**src/rtl/usb_hid_out_pkg.sv**
```systemverilog
// usb_hid_pkg: shared state encoding, report defaults and byte layout
// for the USB HID OUT-endpoint receiver.
package usb_hid_pkg;

    typedef enum logic [1:0] {
        ST_IDLE    = 2'd0,
        ST_RECEIVE = 2'd1,
        ST_CHECK   = 2'd2,
        ST_HOLD    = 2'd3
    } hid_state_t;

    localparam logic [7:0] REPORT_ID_DEF  = 8'h02;
    localparam int         REPORT_LEN_DEF = 3;

    localparam int IDX_ID      = 0;
    localparam int IDX_CONTROL = 1;
    localparam int IDX_VOLUME  = 2;

endpackage

```
**src/rtl/usb_hid_out_if.sv**
```systemverilog
// usb_hid_out_if: OUT-endpoint bus between the USB packet engine (master)
// and the HID report receiver (slave).
interface usb_hid_out_if;

    logic       Error;
    logic       OUT_Sequence;
    logic [7:0] OUT_Data;
    logic       OUT_Valid;
    logic       OUT_End;
    logic       OUT_WaitRequest;
    logic       OUT_Isochronous;

    modport master (
        output Error,
        output OUT_Sequence,
        output OUT_Data,
        output OUT_Valid,
        output OUT_End,
        input  OUT_WaitRequest,
        input  OUT_Isochronous
    );

    modport slave (
        input  Error,
        input  OUT_Sequence,
        input  OUT_Data,
        input  OUT_Valid,
        input  OUT_End,
        output OUT_WaitRequest,
        output OUT_Isochronous
    );

endinterface

```
**src/rtl/usb_hid_out.sv**
```systemverilog
// usb_hid_out: HID OUT-report receiver with toggle/ID/length checking.
// Define USB_HID_OUT_STATS_EN to build the saturating Drop_Count counter.
module usb_hid_out
    import usb_hid_pkg::*;
#(
    parameter logic [7:0] REPORT_ID  = REPORT_ID_DEF,
    parameter int         REPORT_LEN = REPORT_LEN_DEF
) (
    input  logic         Clk,
    input  logic         nReset,
    usb_hid_out_if.slave ep,
    output logic [7:0]   Report_Control,
    output logic [7:0]   Report_Volume,
    output logic         Report_Valid,
    input  logic         Report_Ready,
    output logic [7:0]   Drop_Count
);

    localparam int            CW      = $clog2(REPORT_LEN + 2);
    localparam logic [CW-1:0] CNT_LEN = CW'(REPORT_LEN);
    localparam logic [CW-1:0] CNT_MAX = CW'(REPORT_LEN + 1);

    hid_state_t    state_q;
    hid_state_t    state_d;
    logic [CW-1:0] cnt_q;
    logic [CW-1:0] widx;
    logic [7:0]    rx_q [REPORT_LEN];
    logic          seq_q;
    logic          tog_q;
    logic [7:0]    ctrl_q;
    logic [7:0]    vol_q;

    logic take;
    logic ends;
    logic commit;
    logic toss_bad;
    logic bad_fmt;
    logic in_pkt;

    assign in_pkt  = (state_q == ST_IDLE) || (state_q == ST_RECEIVE);
    assign widx    = (state_q == ST_IDLE) ? '0 : cnt_q;
    assign bad_fmt = (cnt_q != CNT_LEN) || (rx_q[IDX_ID] != REPORT_ID);

    always_comb begin
        state_d  = state_q;
        take     = 1'b0;
        ends     = 1'b0;
        commit   = 1'b0;
        toss_bad = 1'b0;
        unique case (state_q)
            ST_IDLE, ST_RECEIVE: begin
                if (ep.Error) begin
                    state_d = ST_IDLE;
                end else begin
                    take = ep.OUT_Valid;
                    if (ep.OUT_End) begin
                        ends    = 1'b1;
                        state_d = ST_CHECK;
                    end else if (ep.OUT_Valid) begin
                        state_d = ST_RECEIVE;
                    end
                end
            end
            ST_CHECK: begin
                // A malformed packet was still ACKed, so its toggle is consumed
                if (bad_fmt) begin
                    toss_bad = 1'b1;
                    state_d  = ST_IDLE;
                end else if (seq_q != tog_q) begin
                    state_d = ST_IDLE;
                end else begin
                    commit  = 1'b1;
                    state_d = ST_HOLD;
                end
            end
            ST_HOLD: begin
                if (Report_Ready) state_d = ST_IDLE;
            end
            default: state_d = ST_IDLE;
        endcase
    end

    always_ff @(posedge Clk) begin
        if (!nReset) begin
            state_q <= ST_IDLE;
            cnt_q   <= '0;
            seq_q   <= 1'b0;
            tog_q   <= 1'b0;
            ctrl_q  <= 8'h00;
            vol_q   <= 8'h00;
        end else begin
            state_q <= state_d;
            if (take) begin
                cnt_q <= (widx == CNT_MAX) ? CNT_MAX : widx + 1'b1;
            end else if (state_q == ST_IDLE) begin
                cnt_q <= '0;
            end
            if (ends) seq_q <= ep.OUT_Sequence;
            if (commit) begin
                ctrl_q <= rx_q[IDX_CONTROL];
                vol_q  <= rx_q[IDX_VOLUME];
            end
            if (commit || toss_bad) tog_q <= ~tog_q;
        end
    end

    always_ff @(posedge Clk) begin
        for (int i = 0; i < REPORT_LEN; i++) begin
            if (take && widx == CW'(i)) rx_q[i] <= ep.OUT_Data;
        end
    end

`ifdef USB_HID_OUT_STATS_EN
    logic [7:0] drop_q;
    logic       drop_evt;

    assign drop_evt = toss_bad || (in_pkt && ep.Error);

    always_ff @(posedge Clk) begin
        if (!nReset) begin
            drop_q <= 8'h00;
        end else if (drop_evt && drop_q != 8'hFF) begin
            drop_q <= drop_q + 8'h01;
        end
    end

    assign Drop_Count = drop_q;
`else
    logic unused_in_pkt;
    assign unused_in_pkt = in_pkt;
    assign Drop_Count    = 8'h00;
`endif

    assign Report_Control     = ctrl_q;
    assign Report_Volume      = vol_q;
    assign Report_Valid       = (state_q == ST_HOLD);
    assign ep.OUT_WaitRequest = (state_q == ST_HOLD);
    assign ep.OUT_Isochronous = 1'b0;

endmodule

```
**src/flat_wrapper.sv**
```systemverilog
// flat-port wrapper written by rule: the top's interface ports become plain ports
module usb_hid_out_flat import usb_hid_pkg::*;
#(
    parameter logic [7:0] REPORT_ID  = REPORT_ID_DEF,
    parameter int         REPORT_LEN = REPORT_LEN_DEF
)
  (Clk, nReset, Report_Control, Report_Volume, Report_Valid, Report_Ready, Drop_Count, ep_Error, ep_OUT_Sequence, ep_OUT_Data, ep_OUT_Valid, ep_OUT_End, ep_OUT_WaitRequest, ep_OUT_Isochronous);
  usb_hid_out_if ep_i ();
  input  logic Clk;
  input  logic nReset;
  output logic [7:0] Report_Control;
  output logic [7:0] Report_Volume;
  output logic Report_Valid;
  input  logic Report_Ready;
  output logic [7:0] Drop_Count;
  input wire logic [$bits(ep_i.Error)-1:0] ep_Error;
  input wire logic [$bits(ep_i.OUT_Sequence)-1:0] ep_OUT_Sequence;
  input wire logic [$bits(ep_i.OUT_Data)-1:0] ep_OUT_Data;
  input wire logic [$bits(ep_i.OUT_Valid)-1:0] ep_OUT_Valid;
  input wire logic [$bits(ep_i.OUT_End)-1:0] ep_OUT_End;
  output wire logic [$bits(ep_i.OUT_WaitRequest)-1:0] ep_OUT_WaitRequest;
  output wire logic [$bits(ep_i.OUT_Isochronous)-1:0] ep_OUT_Isochronous;
  assign ep_i.Error = ep_Error;
  assign ep_i.OUT_Sequence = ep_OUT_Sequence;
  assign ep_i.OUT_Data = ep_OUT_Data;
  assign ep_i.OUT_Valid = ep_OUT_Valid;
  assign ep_i.OUT_End = ep_OUT_End;
  assign ep_OUT_WaitRequest = ep_i.OUT_WaitRequest;
  assign ep_OUT_Isochronous = ep_i.OUT_Isochronous;
  usb_hid_out #(.REPORT_ID(REPORT_ID), .REPORT_LEN(REPORT_LEN)) u_core (.Clk(Clk), .nReset(nReset), .ep(ep_i), .Report_Control(Report_Control), .Report_Volume(Report_Volume), .Report_Valid(Report_Valid), .Report_Ready(Report_Ready), .Drop_Count(Drop_Count));
endmodule
```
**config.mk**
```make
export PLATFORM = sky130hd
export DESIGN_NAME = usb_hid_out_flat
export DESIGN_NICKNAME = d
export VERILOG_FILES = /design/src/rtl/usb_hid_out_pkg.sv /design/src/rtl/usb_hid_out_if.sv /design/src/rtl/usb_hid_out.sv /design/src/flat_wrapper.sv
export SDC_FILE = /design/constraint.sdc
export NUM_CORES = 1
export LEC_CHECK = 0
export ABC_AREA = 0
export BUFFER_PORTS_ARGS = -buffer_cell sky130_fd_sc_hd__buf_2
export CAP_MARGIN = 10
export CORE_ASPECT_RATIO = 0.5
export CORE_MARGIN = 8
export CORE_UTILIZATION = 30
export DETAILED_ROUTE_END_ITERATION = 6
export GPL_TIMING_DRIVEN = 0
export PLACE_DENSITY = 0.51
export SYNTH_ARGS = -nofsm -noshare
export SYNTH_HDL_FRONTEND = slang
export SYNTH_SLANG_ARGS = --single-unit
```
**constraint.sdc**
```tcl
create_clock -name Clk -period 1.55 [get_ports Clk]
set_clock_uncertainty 0.15 [all_clocks]
set_input_delay 0.0775 -clock Clk [delete_from_list [all_inputs] [get_ports Clk]]
set_output_delay 0.0775 -clock Clk [all_outputs]
set_load 0.05 [all_outputs]
```
==> flow_summary_export.csv, run 1 <==
group,metric,value,unit
run_status,outcome,"finished, violations left",
run_status,failed_checks,"negative hold slack, negative setup slack",
global_route,antenna_found_initial,0,
floorplanning,fp.dieW,128,µm
place,place_ws,-288,ps
pwr,total_power,2.74,mW
cells_and_area,drive_gt1_share,31.8,%
floorplanning,io-pin-count,42,
detailed_routing,drtPass1Iterations,3,
sta,slew_headroom,62.3,%
detailed_routing,finalWirelength,3.94,mm
logic_synthesis,synth_seq_cells,47,
logic_synthesis,synth_area,1890,µm²
floorplanning,die_y,72.1,µm
clocking,h-tree-depth,2,
min_path,hold_path.class,"in2reg",
global_route,grt_overflow_total,0,
logic_synthesis,yosys_warnings,0,
sta,finalSetupViolations,18,
logic_synthesis,synth_cells,158,
sta,worstMarginPinSlew,565,ps
clocking,cts_buffers,5,
global_route,grt_usage,8.85,%
place,dp_hpwl,2.82,mm
logic_synthesis,yosysTopAreaCellShare,38.2,%
sta,period_share,109,%
logic_synthesis,async_flop_share,0,%
sta,period_minus_slack,1690,ps
detailed_routing,wire_per_inst,12.7,µm
sta,whs,-6.78,ps
setup_path,arrival,1760,ps
cells_and_area,area_growth,36.8,%
floorplanning,start_util,31.0,%
run,maxCapViolCount,0,
sta,max_freq,591,MHz
floorplanning,die-area,9240,µm²
logic_synthesis,synth_seq_area_share,62.6,%
setup_path,worst-path-buf-inv,2,
floorplanning,rows,20,
detailed_routing,drtIter0Drc,44,
pwr,peakVddDrop,0.000525,V
logic_synthesis,synth_top_flop_cell,"edfxtp_1",
logic_synthesis,synth_common_cells,"nand2_1, edfxtp_1, dfxtp_1",
global_route,grt_pass1_vias,1333,
clocking,tritoncts,"done",
setup_path,path_delay_family,"simple AND/OR/NAND/NOR gates",
cells_and_area,design_area,2580,µm²
setup_path,critical_path.cell_chain,"nor4_2, nand3_1, nor3_2, buf_6, clkbuf_16, mux2i_1",
place,gp_congestion,0.715,
global_route,grt_pass1_wl,6.33,mm
place,dp.cells,285,
global_route,grt_start_max_net_pins,17,
detailed_routing,dr_total_vias,1272,
setup_path,crit_type,"reg2reg",
pwr,leakage,1.05,nW
clocking,clk_latency,290,ps
clocking,cts_sinks,47,
logic_synthesis,yosys.area.top_type,"edfxtp_1",
place,postPlaceCellArea,2180,µm²
logic_synthesis,yosysUniqueCellTypes,28,
logic_synthesis,synth-edff-count,24,
sta,slew_violations,0,
detailed_routing,remaining_drc_errors,0,
setup_path,required,1620,ps
place,numPortBuffers,31,
sta,fin_ws,-141,ps
sta,final.setup.tns,-2260,ps
sta,hold_viol_final,1,
sta,grt_setup_unrepaired,"true",
logic_synthesis,yosysMostFrequentCell,"nand2_1",
logic_synthesis,avgSynthCellArea,11.9,µm²
setup_path,cp_slowest_cell,"edfxtp_1",
clocking,cts_root_buf,"clkbuf_16",
setup_path,crit_path_max_fanout,6,
clocking,clk_pin_slew_worst_paths,60,ps
floorplanning,core-area,6080,µm²
cells_and_area,fin_cells,311,
pwr,power_density,1060,nW/µm²
setup_path,endpoint_kind,"register",
setup_path,crit_path_start_kind,"register",
detailed_routing,antenna_left,0,
setup_path,cpPeakStageDelay,380,ps
detailed_routing,vias_per_cell,4.09,
cells_and_area,final_util,42.5,%
clocking,clockBufferDepth,2,
cells_and_area,fin_nets,241,
logic_synthesis,netlist_top_cells_area,"edfxtp_1, dfxtp_1, mux2i_1",
cells_and_area,antenna_cells,0,
[placed cells by master (no fill, tap or decap), types with 2 or more instances in the layout]
cell           instances
a211oi_1               2
and2_1                 2
and2_4                 3
buf_2                 30
buf_4                 15
buf_6                  2
clkbuf_1               4
clkbuf_16              6
conb_1                 9
dfxtp_1               21
dlygate4sd3_1         11
edfxtp_1              24
ha_1                   3
inv_1                  3
mux2i_1               18
nand2_1               35
nand3_1                2
nor2_1                 5
nor3_1                 3
o21ai_2                2
o31a_1                 2
[sequential cells by signal (all words and copies together) (netlist names)]
| register | flops |
|---|---|
| u_core.seq_q | 1 |
| u_core.Report_Volume | 8 |
| u_core.rx_q | 24 |
| u_core.cnt_q | 3 |
| u_core.tog_q | 1 |
| u_core.Report_Control | 8 |
| u_core.state_q | 2 |
[worst register-to-register path, delay by kind of cell (launching register included)]
family,cells,cell delay [ps]
buffers and inverters,2,330
DFF,1,380
muxes,1,170
and+or+nand+nor,3,600
[logic make-up (layout without fill, tap and decap cells)]
group           after synthesis  count (layout)  share of synthesized area, %
simple gates                 58              58                          14.2
flops                        47              47                          62.6
buf+inv                      19              76                          7.02
mux                          18              18                          9.54
compound gates               10              10                          3.38
fa+ha+maj                     4               4                          2.65
other cells                   1               9                         0.199
xor+xnor                      1               1                         0.464
[path summary, 6_finish.rpt]
check                            from  slack (ps)  cells after the start                       end
min                          ep_Error          -7                      4           u_core.cnt_q[2]
max reg2reg         u_core.rx_q[0][6]        -140                      6  u_core.Report_Control[6]
max                 u_core.rx_q[0][6]        -140                      6  u_core.Report_Control[6]
min reg2reg  u_core.Report_Control[0]         300                      2  u_core.Report_Control[0]
[power by group]
part	internal (mW)	total (mW)	switching [mW]	leakage (nW)
logic	0.0667	0.174	0.107	0.558
clock network	0.769	1.24	0.468	0.0844
registers	1.32	1.33	0.0118	0.405
total	2.16	2.74	0.587	1.05
[timing repair]
| item | CTS | global route |
|---|---|---|
| hold endpoints to repair | 27 | 0 |
| resized for setup | 10 | 8 |
| buffers inserted | 5 | 1 |
| cloned | 0 | 1 |
| hold buffers | 11 | 0 |
| pin swaps | 3 | 5 |
| endpoints found under the setup margin | 44 | 47 |
[cell type report]
class	count	area, µm²
plain buffers	16	121
clock inverters	3	47.5
flip-flops and latches	47	1190
repair buffers	49	342
clock buffers	5	125
fillers	596	3500
inverters	3	11.3
multi-input cells	100	641
well taps	88	110
[metal layers]
layer	vias to the layer above	routed length, µm	share of wire (%)	global-route usage [%]
li1	648	-	-	-
met2	29	1780	45	14.0
met4	0	57	1.4	4.31
met1	590	1930	49	11.0
met3	5	172	4.4	2.49
met5	-	0	0	0
(Power assumes the default switching activity.)
==> inputs of run 2 (changes only) <==
--- a/config.mk
+++ b/config.mk
@@ -9,7 +9,7 @@
 export BUFFER_PORTS_ARGS = -buffer_cell sky130_fd_sc_hd__buf_2
 export CAP_MARGIN = 10
 export CORE_ASPECT_RATIO = 0.5
-export CORE_MARGIN = 8
+export CORE_MARGIN = 2
 export CORE_UTILIZATION = 30
 export DETAILED_ROUTE_END_ITERATION = 6
 export GPL_TIMING_DRIVEN = 0
==> flow_summary_export.csv, run 2 (synthesis results as in run 1) <==
group,metric,value,unit
min_path,hp-start,"Report_Ready",
run,maxCapViolCount,0,
global_route,grt_usage,11.2,%
cells_and_area,final_common_cell,"nand2_1",
place,numPortBuffers,31,
clocking,cts_buffers,5,
cells_and_area,final_util,42.6,%
setup_path,crit_path_start_kind,"register",
clocking,clockBufferDepth,2,
clocking,h-tree-depth,2,
clocking,clk_pin_slew_worst_paths,70,ps
sta,max_freq,578,MHz
run_status,outcome,"finished, violations left",
cells_and_area,fill_cells,600,
clocking,tritoncts,"done",
setup_path,arrival,1790,ps
cells_and_area,multiInputGateArea,646,µm²
detailed_routing,drtPass1Iterations,4,
sta,slew_violations,0,
pwr,leakage,1.05,nW
min_path,whs_path_depth,3,
pwr,power_density,1060,nW/µm²
cells_and_area,fin_nets,242,
setup_path,crit_path_max_fanout,7,
place,place_ws,-272,ps
min_path,hold_end,"u_core.state_q[0]",
detailed_routing,vias_per_cell,4.01,
detailed_routing,antenna_left,0,
setup_path,crit_type,"reg2reg",
clocking,clk_latency,290,ps
clocking,cts_root_buf,"clkbuf_16",
setup_path,endpoint_kind,"register",
sta,hold_viol_final,0,
setup_path,critical_path.cell_chain,"nor4_2, nand3_1, nor3_2, buf_6, clkbuf_16, mux2i_1",
sta,slew_headroom,63.1,%
cells_and_area,largest_reg_flops,24,
clocking,cts_sinks,47,
cells_and_area,drive_gt1_share,31.3,%
floorplanning,io-pin-count,42,
detailed_routing,finalWirelength,3.71,mm
floorplanning,die-area,6980,µm²
setup_path,crit_start,"u_core.rx_q[0][6]",
setup_path,r2r-end,"u_core.Report_Control[6]",
detailed_routing,remaining_drc_errors,0,
cells_and_area,register_area,1190,µm²
floorplanning,fp.dieW,116,µm
floorplanning,die_y,60.1,µm
detailed_routing,drtIter0Drc,26,
setup_path,reg2reg_slack,-180,ps
setup_path,cpPeakStageDelay,390,ps
min_path,hold_path.class,"in2reg",
place,gp_congestion,0.711,
cells_and_area,antenna_cells,0,
floorplanning,core-area,6080,µm²
floorplanning,start_util,31.0,%
cells_and_area,area_growth,37.2,%
sta,period_share,112,%
sta,whs,20.7,ps
cells_and_area,regMostFlops,"u_core.rx_q",
detailed_routing,wire_per_inst,11.9,µm
detailed_routing,dr_total_vias,1251,
setup_path,ff2ff_path_depth,6,
global_route,grt_pass1_wl,5.78,mm
sta,grt_setup_unrepaired,"true",
global_route,grt_overflow_total,0,
sta,period_minus_slack,1730,ps
sta,fin_ws,-179,ps
pwr,peakVddDrop,0.000492,V
floorplanning,rows,20,
place,dp_hpwl,2.59,mm
setup_path,r2r-start,"u_core.rx_q[0][6]",
sta,worstMarginPinSlew,553,ps
setup_path,cp_slowest_cell,"edfxtp_1",
setup_path,required,1610,ps
run_status,failed_checks,"negative setup slack",
sta,finalSetupViolations,19,
global_route,grt_start_max_net_pins,17,
cells_and_area,final_cell_mix,"nand2_1, buf_2, edfxtp_1, dfxtp_1, mux2i_1",
global_route,grt_pass1_vias,1182,
global_route,antenna_found_initial,0,
## run 2: cell types whose count changed in the layout (fill, tap and decap cells not counted), sizes merged
cell | before | now
clkinvlp | 0 | 1
clkbuf | 11 | 10
buf | 48 | 49
clkinv | 1 | 0
dlygate4sd3 | 11 | 12
## run 2: cell type report
cell class | count | area share [%]
Buffer | 16 | 4.68
Clock buffer | 5 | 4.83
Clock inverter | 3 | 1.79
Inverter | 3 | 0.435
Multi-Input combinational cell | 100 | 24.9
Sequential cell | 47 | 45.8
Tap cell | 88 | 4.25
Timing Repair Buffer | 50 | 13.3
## run 2: layer usage
layer	vias to the layer above	track usage, %	part of all wire (%)
met5	-	0	0
met4	0	3.57	0.73
met3	2	3.55	4.9
met2	31	17.5	43
met1	572	14.9	51
li1	646	-	-
## run 2: how the worst max path moves through the flow
stage / endpoint / slack [ps] / cells past startpoint
after floorplan: u_core.Report_Control[0] / -10 / 6
after global placement: u_core.rx_q[2][4] / -260 / 3
after detailed placement: u_core.rx_q[2][4] / -270 / 3
after CTS: u_core.Report_Control[5] / -190 / 6
after global routing: u_core.Report_Control[6] / -310 / 6
final: u_core.Report_Control[6] / -180 / 6
## run 2: power by group
group          internal (mW)  switching (mW)
clock                  0.767           0.481
sequential              1.32          0.0132
combinational         0.0680           0.108
## run 2: metrics by stage
step	TNS [ps]	cells	total power, mW	area (µm²)
2_1_floorplan	-138	166	1.47	1920
3_3_place_gp	-7020	285	1.51	2180
3_5_place_dp	-8720	285	1.51	2180
4_1_cts	-3010	310	2.77	2530
5_1_grt	-4950	312	2.84	2590
6_report	-2660	312	2.76	2590
## run 2: worst max-delay path, delay by kind of cell, from the launching register on
family	cells	cell delay, ps
muxes	1	170
buffers and inverters	2	320
DFF	1	390
and+or+nand+nor	3	620
## run 2: repair_timing
item | in CTS | in global routing
gates cloned | 0 | 1
setup endpoints to repair | 44 | 46
hold buffers | 12 | 0
setup buffers | 5 | 1
endpoints found under the hold margin | 27 | 0
pin swaps | 3 | 4
resized for setup | 10 | 6
==> inputs of run 3 (changes only) <==
--- a/config.mk
+++ b/config.mk
@@ -9,11 +9,10 @@
 export BUFFER_PORTS_ARGS = -buffer_cell sky130_fd_sc_hd__buf_2
 export CAP_MARGIN = 10
 export CORE_ASPECT_RATIO = 0.5
-export CORE_MARGIN = 2
-export CORE_UTILIZATION = 30
+export CORE_UTILIZATION = 47
 export DETAILED_ROUTE_END_ITERATION = 6
 export GPL_TIMING_DRIVEN = 0
-export PLACE_DENSITY = 0.51
+export PLACE_DENSITY = 0.74
 export SYNTH_ARGS = -nofsm -noshare
 export SYNTH_HDL_FRONTEND = slang
 export SYNTH_SLANG_ARGS = --single-unit
==> flow_summary_export.csv, run 3 (synthesis results as in run 1) <==
group,metric,value,unit
run_status,outcome,"finished, violations left",
run_status,failed_checks,"negative setup slack",
cells_and_area,largest_reg_flops,24,
cells_and_area,area_growth,29.6,%
detailed_routing,vias_per_cell,4.67,
detailed_routing,remaining_drc_errors,0,
sta,finalSetupViolations,19,
sta,max_freq,585,MHz
clocking,h-tree-depth,2,
setup_path,cp_common_cell,"buf_6",
global_route,grt_overflow_total,0,
floorplanning,start_util,51.9,%
clocking,clk_latency,290,ps
cells_and_area,design_area,2450,µm²
setup_path,cpPeakStageDelay,380,ps
global_route,grt_usage,18.1,%
sta,period_minus_slack,1710,ps
run,maxCapViolCount,0,
sta,fin_ws,-160,ps
pwr,clkPwrFrac,31.7,%
floorplanning,fp.dieW,91.6,µm
pwr,total_power,2.20,mW
min_path,whs_path_depth,3,
pwr,peakVddDrop,0.000357,V
clocking,cts_sinks,47,
place,dp_hpwl,2.37,mm
detailed_routing,drtPass1Iterations,4,
cells_and_area,final_util,67.2,%
clocking,clockBufferDepth,2,
place,postPlaceCellArea,2140,µm²
cells_and_area,final_common_cell,"nand2_1",
floorplanning,die_y,46.8,µm
detailed_routing,dr_total_vias,1284,
setup_path,crit_type,"reg2reg",
place,numPortBuffers,31,
floorplanning,die-area,4290,µm²
place,dp.cells,248,
sta,final.setup.tns,-2410,ps
setup_path,r2r-end,"u_core.Report_Control[2]",
floorplanning,io-pin-count,42,
global_route,grt_pass1_vias,1122,
pwr,power_density,901,nW/µm²
min_path,hp-start,"nReset",
floorplanning,rows,15,
detailed_routing,drtIter0Drc,48,
cells_and_area,regMostFlops,"u_core.rx_q",
detailed_routing,finalWirelength,3.55,mm
setup_path,critical_path.cell_chain,"nor4_2, nand3_1, nor3_2, buf_6, buf_6, mux2i_1",
cells_and_area,fin_nets,242,
setup_path,crit_start,"u_core.rx_q[0][0]",
setup_path,arrival,1780,ps
min_path,hold_path.class,"in2reg",
setup_path,required,1620,ps
sta,period_share,110,%
global_route,grt_pass1_wl,5.50,mm
pwr,netSwitchingFraction,22.7,%
cells_and_area,drive_gt1_share,29.5,%
clocking,cts_root_buf,"clkbuf_8",
place,gp_congestion,0.838,
global_route,grt_start_max_net_pins,14,
cells_and_area,fill_cells,284,
clocking,tritoncts,"done",
pwr,p_switching,0.500,mW
detailed_routing,wire_per_inst,12.9,µm
setup_path,crit_path_start_kind,"register",
floorplanning,core-area,3640,µm²
pwr,internal_power,1.70,mW
setup_path,reg2reg_slack,-160,ps
setup_path,crit_path_end,"u_core.Report_Control[2]",
sta,worstMarginPinSlew,512,ps
cells_and_area,fin_cells,275,
setup_path,ff2ff_path_depth,6,
setup_path,crit_path_max_fanout,7,
setup_path,endpoint_kind,"register",
sta,grt_setup_unrepaired,"true",
clocking,clk_pin_slew_worst_paths,80,ps
pwr,pwr-share-seq,60.4,%
clocking,cts_buffers,5,
sta,hold_viol_final,0,
cells_and_area,register_area,1190,µm²
pwr,leakage,1.02,nW
cells_and_area,antenna_cells,0,
cells_and_area,final_cell_mix,"nand2_1, buf_2, edfxtp_1, dfxtp_1, mux2i_1",
sta,slew_violations,0,
cells_and_area,multiInputGateArea,622,µm²
setup_path,cp_slowest_cell,"edfxtp_1",
global_route,antenna_found_initial,0,
sta,slew_headroom,65.8,%
pwr,power_frac_comb,7.9,%
detailed_routing,antenna_left,0,
setup_path,r2r-start,"u_core.rx_q[0][0]",
## run 3: power groups by stage
| stage | Clock, mW | Combinational [mW] | Sequential [mW] |
|---|---|---|---|
| after CTS | 0.718 | 0.171 | 1.33 |
| after detailed placement | 0 | 0.147 | 1.36 |
| after global routing | 0.773 | 0.186 | 1.33 |
| after global placement | 0 | 0.144 | 1.36 |
| after floorplan | 0 | 0.110 | 1.36 |
| final | 0.699 | 0.173 | 1.33 |
## run 3: worst max-delay path: cells and delay by family (launching register included)
| kind | cells | cell delay [ps] |
|---|---|---|
| AND/OR/NAND/NOR | 3 | 580 |
| flip-flops | 1 | 380 |
| buffers and inverters | 2 | 320 |
| multiplexers | 1 | 200 |
## run 3: per-stage QoR
step                      hold WS (ps)  worst slack [ps]
final                             15.4              -160
after global routing              23.0              -239
after CTS                         11.1              -151
after detailed placement           140              -210
after global placement             136              -191
after floorplan                   26.4             -13.8
## run 3: how the worst min path moves through the flow
stage	endpoint	slack [ps]
6_report	u_core.Report_Volume[5]	20
5_1_grt	u_core.state_q[0]	20
4_1_cts	u_core.Report_Control[7]	10
3_5_place_dp	u_core.rx_q[1][7]	140
3_3_place_gp	u_core.rx_q[2][7]	140
2_1_floorplan	u_core.rx_q[0][0]	30
## run 3: routing by layer
metal | share of wire [%] | GRT usage [%]
met4 | 0.99 | 8.57
met5 | 0 | 0
met1 | 47 | 22.6
met3 | 5.5 | 4.69
met2 | 47 | 31.3
## run 3: timing repair
action | 4_1_cts | 5_1_grt
endpoints found under the hold margin | 27 | 0
pin swaps | 3 | 2
resized for setup | 11 | 5
buffers inserted | 5 | 1
cloned | 0 | 1
setup endpoints to repair | 44 | 47
hold buffers | 12 | 0
## run 3: final cells by class
| cell class | instances | area share, % |
|---|---|---|
| sequential | 47 | 48.5 |
| multi-input combinational | 100 | 25.4 |
| timing repair buffer | 50 | 14.7 |
| buffer | 16 | 4.96 |
| clock buffer | 7 | 3.12 |
| tap | 51 | 2.61 |
| inverter | 3 | 0.460 |
| clock inverter | 1 | 0.205 |
